File: src/rtl/data_ram_bridge.sv
// rtl/data_ram_bridge.sv - single-cycle LSU data-RAM request to split-transaction bus bridge
`timescale 1ns/1ps
module data_ram_bridge (
    input  logic        clk,
    input  logic        rst,
    input  logic        data_ram_en,
    input  logic [3:0]  data_ram_wen,
    input  logic [31:0] data_ram_addr,
    input  logic [31:0] data_ram_wdata,
    output logic [31:0] data_ram_rdata,
    input  logic        pipe_stall,
    input  logic        flush,
    output logic        stall_req,
    output logic        data_req,
    output logic        data_wr,
    output logic [1:0]  data_size,
    output logic [31:0] data_addr,
    output logic [31:0] data_wdata,
    input  logic        data_addr_ok,
    input  logic        data_data_ok,
    input  logic [31:0] data_rdata
);

    typedef enum logic [1:0] {IDLE, REQ, WAIT, DONE} state_t;

    state_t      state, state_nxt;
    logic        cancel_q;
    logic        wr_q;
    logic [1:0]  size_q;
    logic [31:0] addr_q, wdata_q, rdata_q, rbuf_q;
    logic        capture;
    logic [1:0]  size_d;

    always_comb begin
        case (data_ram_wen)
            4'b0001: size_d = 2'd0;
            4'b0011: size_d = 2'd1;
            default: size_d = 2'd2;
        endcase
    end

    always_ff @(posedge clk or posedge rst) begin
        if (rst) state <= IDLE;
        else     state <= state_nxt;
    end

    // A flush coinciding with addr_ok cannot retract the request: it is tracked via cancel_q.
    always_comb begin
        state_nxt = state;
        capture   = 1'b0;
        case (state)
            IDLE: if (data_ram_en && !flush) begin
                capture   = 1'b1;
                state_nxt = REQ;
            end
            REQ: begin
                if (data_addr_ok)  state_nxt = WAIT;
                else if (flush)    state_nxt = IDLE;
            end
            WAIT: if (data_data_ok) begin
                if (cancel_q || flush || !pipe_stall) state_nxt = IDLE;
                else                                  state_nxt = DONE;
            end
            DONE: if (flush || !pipe_stall) state_nxt = IDLE;
            default: state_nxt = IDLE;
        endcase
    end

    assign stall_req = (state == IDLE && data_ram_en && !flush)
                     || (state == REQ)
                     || (state == WAIT && !(data_data_ok && !cancel_q))
                     || (state == WAIT && cancel_q);

    always_ff @(posedge clk or posedge rst) begin
        if (rst) begin
            cancel_q <= 1'b0;
            wr_q     <= 1'b0;
            size_q   <= 2'd0;
            addr_q   <= 32'd0;
            wdata_q  <= 32'd0;
            rdata_q  <= 32'd0;
            rbuf_q   <= 32'd0;
        end else begin
            if (capture) begin
                wr_q    <= |data_ram_wen;
                size_q  <= size_d;
                addr_q  <= data_ram_addr;
                wdata_q <= data_ram_wdata;
            end
            case (state)
                REQ: if (data_addr_ok && flush) cancel_q <= 1'b1;
                WAIT: begin
                    if (data_data_ok) begin
                        cancel_q <= 1'b0;
                        if (!cancel_q && !flush && !wr_q) begin
                            if (pipe_stall) rbuf_q  <= data_rdata;
                            else            rdata_q <= data_rdata;
                        end
                    end else if (flush) begin
                        cancel_q <= 1'b1;
                    end
                end
                // Buffered data moves to rdata_q only at the edge the pipeline advances.
                DONE: if (!flush && !pipe_stall && !wr_q) rdata_q <= rbuf_q;
                default: ;
            endcase
        end
    end

    assign data_req       = (state == REQ);
    assign data_wr        = wr_q;
    assign data_size      = size_q;
    assign data_addr      = addr_q;
    assign data_wdata     = wdata_q;
    assign data_ram_rdata = rdata_q;

endmodule

File: config.mk
export PLATFORM = sky130hd
export DESIGN_NAME = data_ram_bridge
export DESIGN_NICKNAME = d
export VERILOG_FILES = /design/src/rtl/data_ram_bridge.sv
export SDC_FILE = /design/constraint.sdc
export NUM_CORES = 1
export LEC_CHECK = 0
export ABC_CLOCK_PERIOD_IN_PS = 5500
export BUFFER_PORTS_ARGS = -buffer_cell sky130_fd_sc_hd__buf_2
export CAP_MARGIN = 40
export CORE_AREA = 2 2 109 111
export CTS_CLUSTER_DIAMETER = 200
export CTS_CLUSTER_SIZE = 30
export DETAILED_ROUTE_END_ITERATION = 7
export DIE_AREA = 0 0 111 113
export GPL_TIMING_DRIVEN = 0
export HOLD_SLACK_MARGIN = 0.12
export PLACE_DENSITY = 0.8
export SETUP_SLACK_MARGIN = 0.1
export SYNTH_ARGS = -nofsm -noshare
export SYNTH_HDL_FRONTEND = slang
export SYNTH_SLANG_ARGS = --single-unit
File: constraint.sdc
create_clock -name clk -period 5.5 [get_ports clk]
set_input_delay 0.275 -clock clk [delete_from_list [all_inputs] [get_ports clk]]
set_output_delay 0.275 -clock clk [all_outputs]
set_load 0.01 [all_outputs]
==> impl_results.html <==
<table>
<tr><th>Metric</th><th>Value</th></tr>
<tr><th colspan="2">GRT</th></tr>
<tr><td>Vias in the first global route</td><td>4758</td></tr>
<tr><td>Global-route wire length before repair</td><td>23800 microns</td></tr>
<tr><td>GRT overflow</td><td>0</td></tr>
<tr><td>Total global-route track usage</td><td>24.4%</td></tr>
<tr><td>Pin count of the biggest net entering global routing</td><td>72</td></tr>
<tr><td>Initial antenna violation count</td><td>0</td></tr>
<tr><th colspan="2">Logic synthesis</th></tr>
<tr><td>Main synth FF type</td><td>dfrtp_1</td></tr>
<tr><td>Mean post-synth cell area</td><td>15.8 sq um</td></tr>
<tr><td>Post-synthesis instance total</td><td>348</td></tr>
<tr><td>Unique masters post-synth</td><td>24</td></tr>
<tr><td>Net count after synthesis</td><td>455</td></tr>
<tr><td>Most frequently used cell type in the post-synthesis netlist</td><td>mux2_2</td></tr>
<tr><td>Number of register bits inferred by synthesis</td><td>134</td></tr>
<tr><td>Yosys warning total</td><td>0</td></tr>
<tr><td>Sequential area share after synthesis</td><td>61.0%</td></tr>
<tr><td>Main area contributors after synthesis</td><td>dfrtp_1, mux2_2, mux2_1</td></tr>
<tr><td>Cell taking the most area after synthesis</td><td>dfrtp_1</td></tr>
<tr><td>Fraction of post-synthesis cell area in the top cell type by area</td><td>61.0%</td></tr>
<tr><td>Fraction of registers with async set or reset after synthesis</td><td>100%</td></tr>
<tr><td>Ranking of synthesized cells by instance count</td><td>mux2_2, dfrtp_1, buf_2</td></tr>
<tr><td>Netlist area before placement</td><td>5500 sq um</td></tr>
<tr><td>Number of enable-type register cells in the synthesized netlist</td><td>0</td></tr>
<tr><th colspan="2">STA</th></tr>
<tr><td>Unrepaired setup endpoints after global routing</td><td>no</td></tr>
<tr><td>Final number of setup-violating endpoints</td><td>0</td></tr>
<tr><td>F_max</td><td>482 MHz</td></tr>
<tr><td>Max transition margin</td><td>57.9%</td></tr>
<tr><td>Max Transition Viols Final</td><td>0</td></tr>
<tr><td>Final setup TNS</td><td>0 ns</td></tr>
<tr><td>Actual slew at the worst max-slew pin</td><td>0.632 ns</td></tr>
<tr><td>Largest clock skew in the final design</td><td>0.00646 ns</td></tr>
<tr><td>Min Tclk post-route</td><td>2.07 ns</td></tr>
<tr><td>Fin. Hold Viols</td><td>0</td></tr>
<tr><td>Share of the clock period used by the worst path after layout</td><td>37.7%</td></tr>
<tr><td>Worst hold margin</td><td>0.238 ns</td></tr>
<tr><td>Final critical-path setup slack</td><td>3.43 ns</td></tr>
<tr><th colspan="2">Routing</th></tr>
<tr><td>Routed length per instance</td><td>17.9 microns</td></tr>
<tr><td>Starting DRT DRC Count</td><td>155</td></tr>
<tr><td>Metal-1 WL</td><td>5750 microns</td></tr>
<tr><td>Highest metal layer used by the detailed router</td><td>met4</td></tr>
<tr><td>Mean number of vias per cell</td><td>5.05</td></tr>
<tr><td>Detailed Route WL</td><td>14800 microns</td></tr>
<tr><td>Met2 wire len</td><td>7670 microns</td></tr>
<tr><td>Iteration count of the initial detailed-routing pass</td><td>4</td></tr>
<tr><td>Number of routed nets with antenna violations</td><td>0</td></tr>
<tr><td>Via count</td><td>4185</td></tr>
<tr><td>Total length of routed met3 wires</td><td>1040 microns</td></tr>
<tr><td>DRC viols</td><td>0</td></tr>
<tr><th colspan="2">Floorplanning</th></tr>
<tr><td>I/O pins</td><td>208</td></tr>
<tr><td>Die W</td><td>111 microns</td></tr>
<tr><td>Effective utilization at floorplan</td><td>48.8%</td></tr>
<tr><td>Core area</td><td>11300 sq um</td></tr>
<tr><td>Total die area</td><td>12500 sq um</td></tr>
<tr><td>Height of the die</td><td>113 microns</td></tr>
<tr><td>Total number of placement rows</td><td>39</td></tr>
<tr><th colspan="2">Critical path</th></tr>
<tr><td>Kind of launch point of the worst setup path</td><td>flip-flop</td></tr>
<tr><td>Arrival @ worst endpoint</td><td>2.37 ns</td></tr>
<tr><td>CP max-delay cell</td><td>clkbuf_1</td></tr>
<tr><td>Endpoint type of the worst setup path</td><td>flip-flop</td></tr>
<tr><td>Crit-path cells</td><td>buf_2 &gt; nand2_1 &gt; clkbuf_1 &gt; mux2_2 &gt; mux2_1</td></tr>
<tr><td>Setup slack of the worst register-to-register path</td><td>3.43 ns</td></tr>
<tr><td>Maximum fanout along the worst path</td><td>10</td></tr>
<tr><td>CP Class</td><td>flip-flop to flip-flop</td></tr>
<tr><td>Delay contributed by the slowest stage of the critical path</td><td>0.50 ns</td></tr>
<tr><td>Number of buffers and inverters on the critical path</td><td>2</td></tr>
<tr><td>Required time at the endpoint of the critical path</td><td>5.79 ns</td></tr>
<tr><td>Cell family with the largest share of critical-path delay</td><td>multiplexers</td></tr>
<tr><th colspan="2">CTS</th></tr>
<tr><td>TritonCTS clock tree</td><td>yes</td></tr>
<tr><td>Clock latency of the later-clocked register in the worst-skew pair</td><td>0.42 ns</td></tr>
<tr><td>Clock buffer count from CTS</td><td>17</td></tr>
<tr><td>Buffer count from post-CTS setup fixing</td><td>0</td></tr>
<tr><td>Root cell of the clock tree</td><td>clkbuf_16</td></tr>
<tr><td>Number of clock sinks</td><td>134</td></tr>
<tr><td>Number of buffers on the longest clock path</td><td>2</td></tr>
<tr><td>Clock transition at the registers of the reported paths</td><td>0.06 ns</td></tr>
<tr><td>H-tree levels</td><td>4</td></tr>
<tr><th colspan="2">Final layout</th></tr>
<tr><td>Share of cells above drive strength 1</td><td>59.6%</td></tr>
<tr><td>Post-layout net count</td><td>780</td></tr>
<tr><td>Fillcell total</td><td>707</td></tr>
<tr><td>Synth-to-layout area growth</td><td>51.0%</td></tr>
<tr><td># diodes</td><td>0</td></tr>
<tr><th colspan="2">Power</th></tr>
<tr><td>Worst IR Drop VDD</td><td>0.000350 V</td></tr>
<tr><td>P_sw</td><td>994 uW</td></tr>
<tr><td>Relative contribution of combinational cells to total power</td><td>26.5%</td></tr>
<tr><td>Clock network fraction of total power</td><td>32.3%</td></tr>
<tr><td>Lkg Pwr</td><td>4.12 nW</td></tr>
<tr><td>Int Power</td><td>2.43 mW</td></tr>
<tr><td>Part of the power in registers</td><td>41.2%</td></tr>
<tr><td>Pwr Density</td><td>413 nW/um^2</td></tr>
<tr><td>Pwr Total</td><td>3.43 mW</td></tr>
<tr><td>Switching share of total power</td><td>29.0%</td></tr>
<tr><th colspan="2">Place</th></tr>
<tr><td>Routability congestion estimate</td><td>0.766</td></tr>
<tr><td>DP Wirelength</td><td>8950 microns</td></tr>
<tr><td>Post-place setup slack</td><td>3.41 ns</td></tr>
<tr><td>Count of input and output buffers</td><td>207</td></tr>
<tr><th colspan="2">Status</th></tr>
<tr><td>Status</td><td>complete, no violations</td></tr>
<tr><th colspan="2">Job</th></tr>
<tr><td>Maximum capacitance violations</td><td>0</td></tr>
<tr><th colspan="2">Hold path</th></tr>
<tr><td>HP Class</td><td>primary input to flip-flop</td></tr>
</table>
worst reg2reg max path: stages, from the launching register on:
cell and delay, ns:
dfrtp_1 0.36, buf_2 0.18, nand2_1 0.22, clkbuf_1 0.50
mux2_2 0.40, mux2_1 0.30
area by class of cell:
type                       count  area (sq um)  area share [%]
buffer                        18           105            1.27
clock buffer                  23           478            5.75
clock inverter                 9           100            1.21
inverter                       5          23.8           0.286
multi-input combinational    191          2020            24.3
sequential                   134          3350            40.4
tap                          143           179            2.15
timing repair buffer         306          2040            24.6
through the flow:
stage,std cells,instance area [sq um],util [%]
CTS,829,8310,73.7
floorplan,348,5500,-
detailed placement,699,6750,59.9
global route,829,8310,73.7
global placement,698,6710,59.6
finish,829,8310,73.7
sequential cells by signal (all words and copies together), names as in the netlist:
| register | cells |
|---|---|
| state | 2 |
| cancel_q | 1 |
| data_wr | 1 |
| data_ram_rdata | 32 |
| data_size | 2 |
| data_wdata | 32 |
| rbuf_q | 32 |
| data_addr | 32 |
cell usage in the layout (no fill, tap or decap), drive strengths merged:
cell type,n
buf,223
mux2,160
dfrtp,134
dlygate4sd3,98
clkbuf,26
nor2,6
clkinv,5
inv,5
o21ai,4
nand2b,3
a21oi,3
a31oi,3
clkinvlp,2
bufinv,2
nor3b,2
nand3b,1
nor4b,1
nand4,1
nor2b,1
a311o,1
nand2,1
or3,1
a211oi,1
o21a,1
o31a,1
kinds of logic after synthesis:
| group | synth area share, % |
|---|---|
| AO/OA/AOI/OAI | 1.82 |
| flip-flops | 61.0 |
| buffers and inverters | 2.25 |
| AND/OR/NAND/NOR | 2.18 |
| multiplexers | 32.8 |
path summary, 6_finish.rpt:
kind                               startpoint                 end  cells past startpoint
setup / recovery                     state[1]  data_ram_rdata[24]                      5
hold / removal                data_ram_wen[1]        data_size[0]                      3
setup reg to reg                     state[1]  data_ram_rdata[24]                      5
hold reg to reg            data_ram_rdata[25]  data_ram_rdata[25]                      1
max in group asynchronous                 rst          rbuf_q[23]                      4
min in group asynchronous                 rst       data_wdata[9]                      3
metal layers:
layer | up-vias | GRT usage (%)
met5 | - | 0
met4 | 0 | 9.92
met3 | 37 | 7.61
met2 | 200 | 43.3
met1 | 2052 | 27.4
li1 | 1896 | -
power by group through the flow:
stage / combinational [mW] / clock (mW) / sequential (mW)
finish: 0.907 / 1.11 / 1.41
global route: 0.967 / 1.16 / 1.44
CTS: 0.893 / 1.12 / 1.40
detailed placement: 0.839 / 0 / 1.40
global placement: 0.810 / 0 / 1.38
floorplan: 0.344 / 0 / 1.51
timing repair:
action                                 CTS  global route
hold buffers                            98             0
endpoints found under the hold margin  167             0
gates resized for setup                  0             0
(Power assumes the default switching activity.)
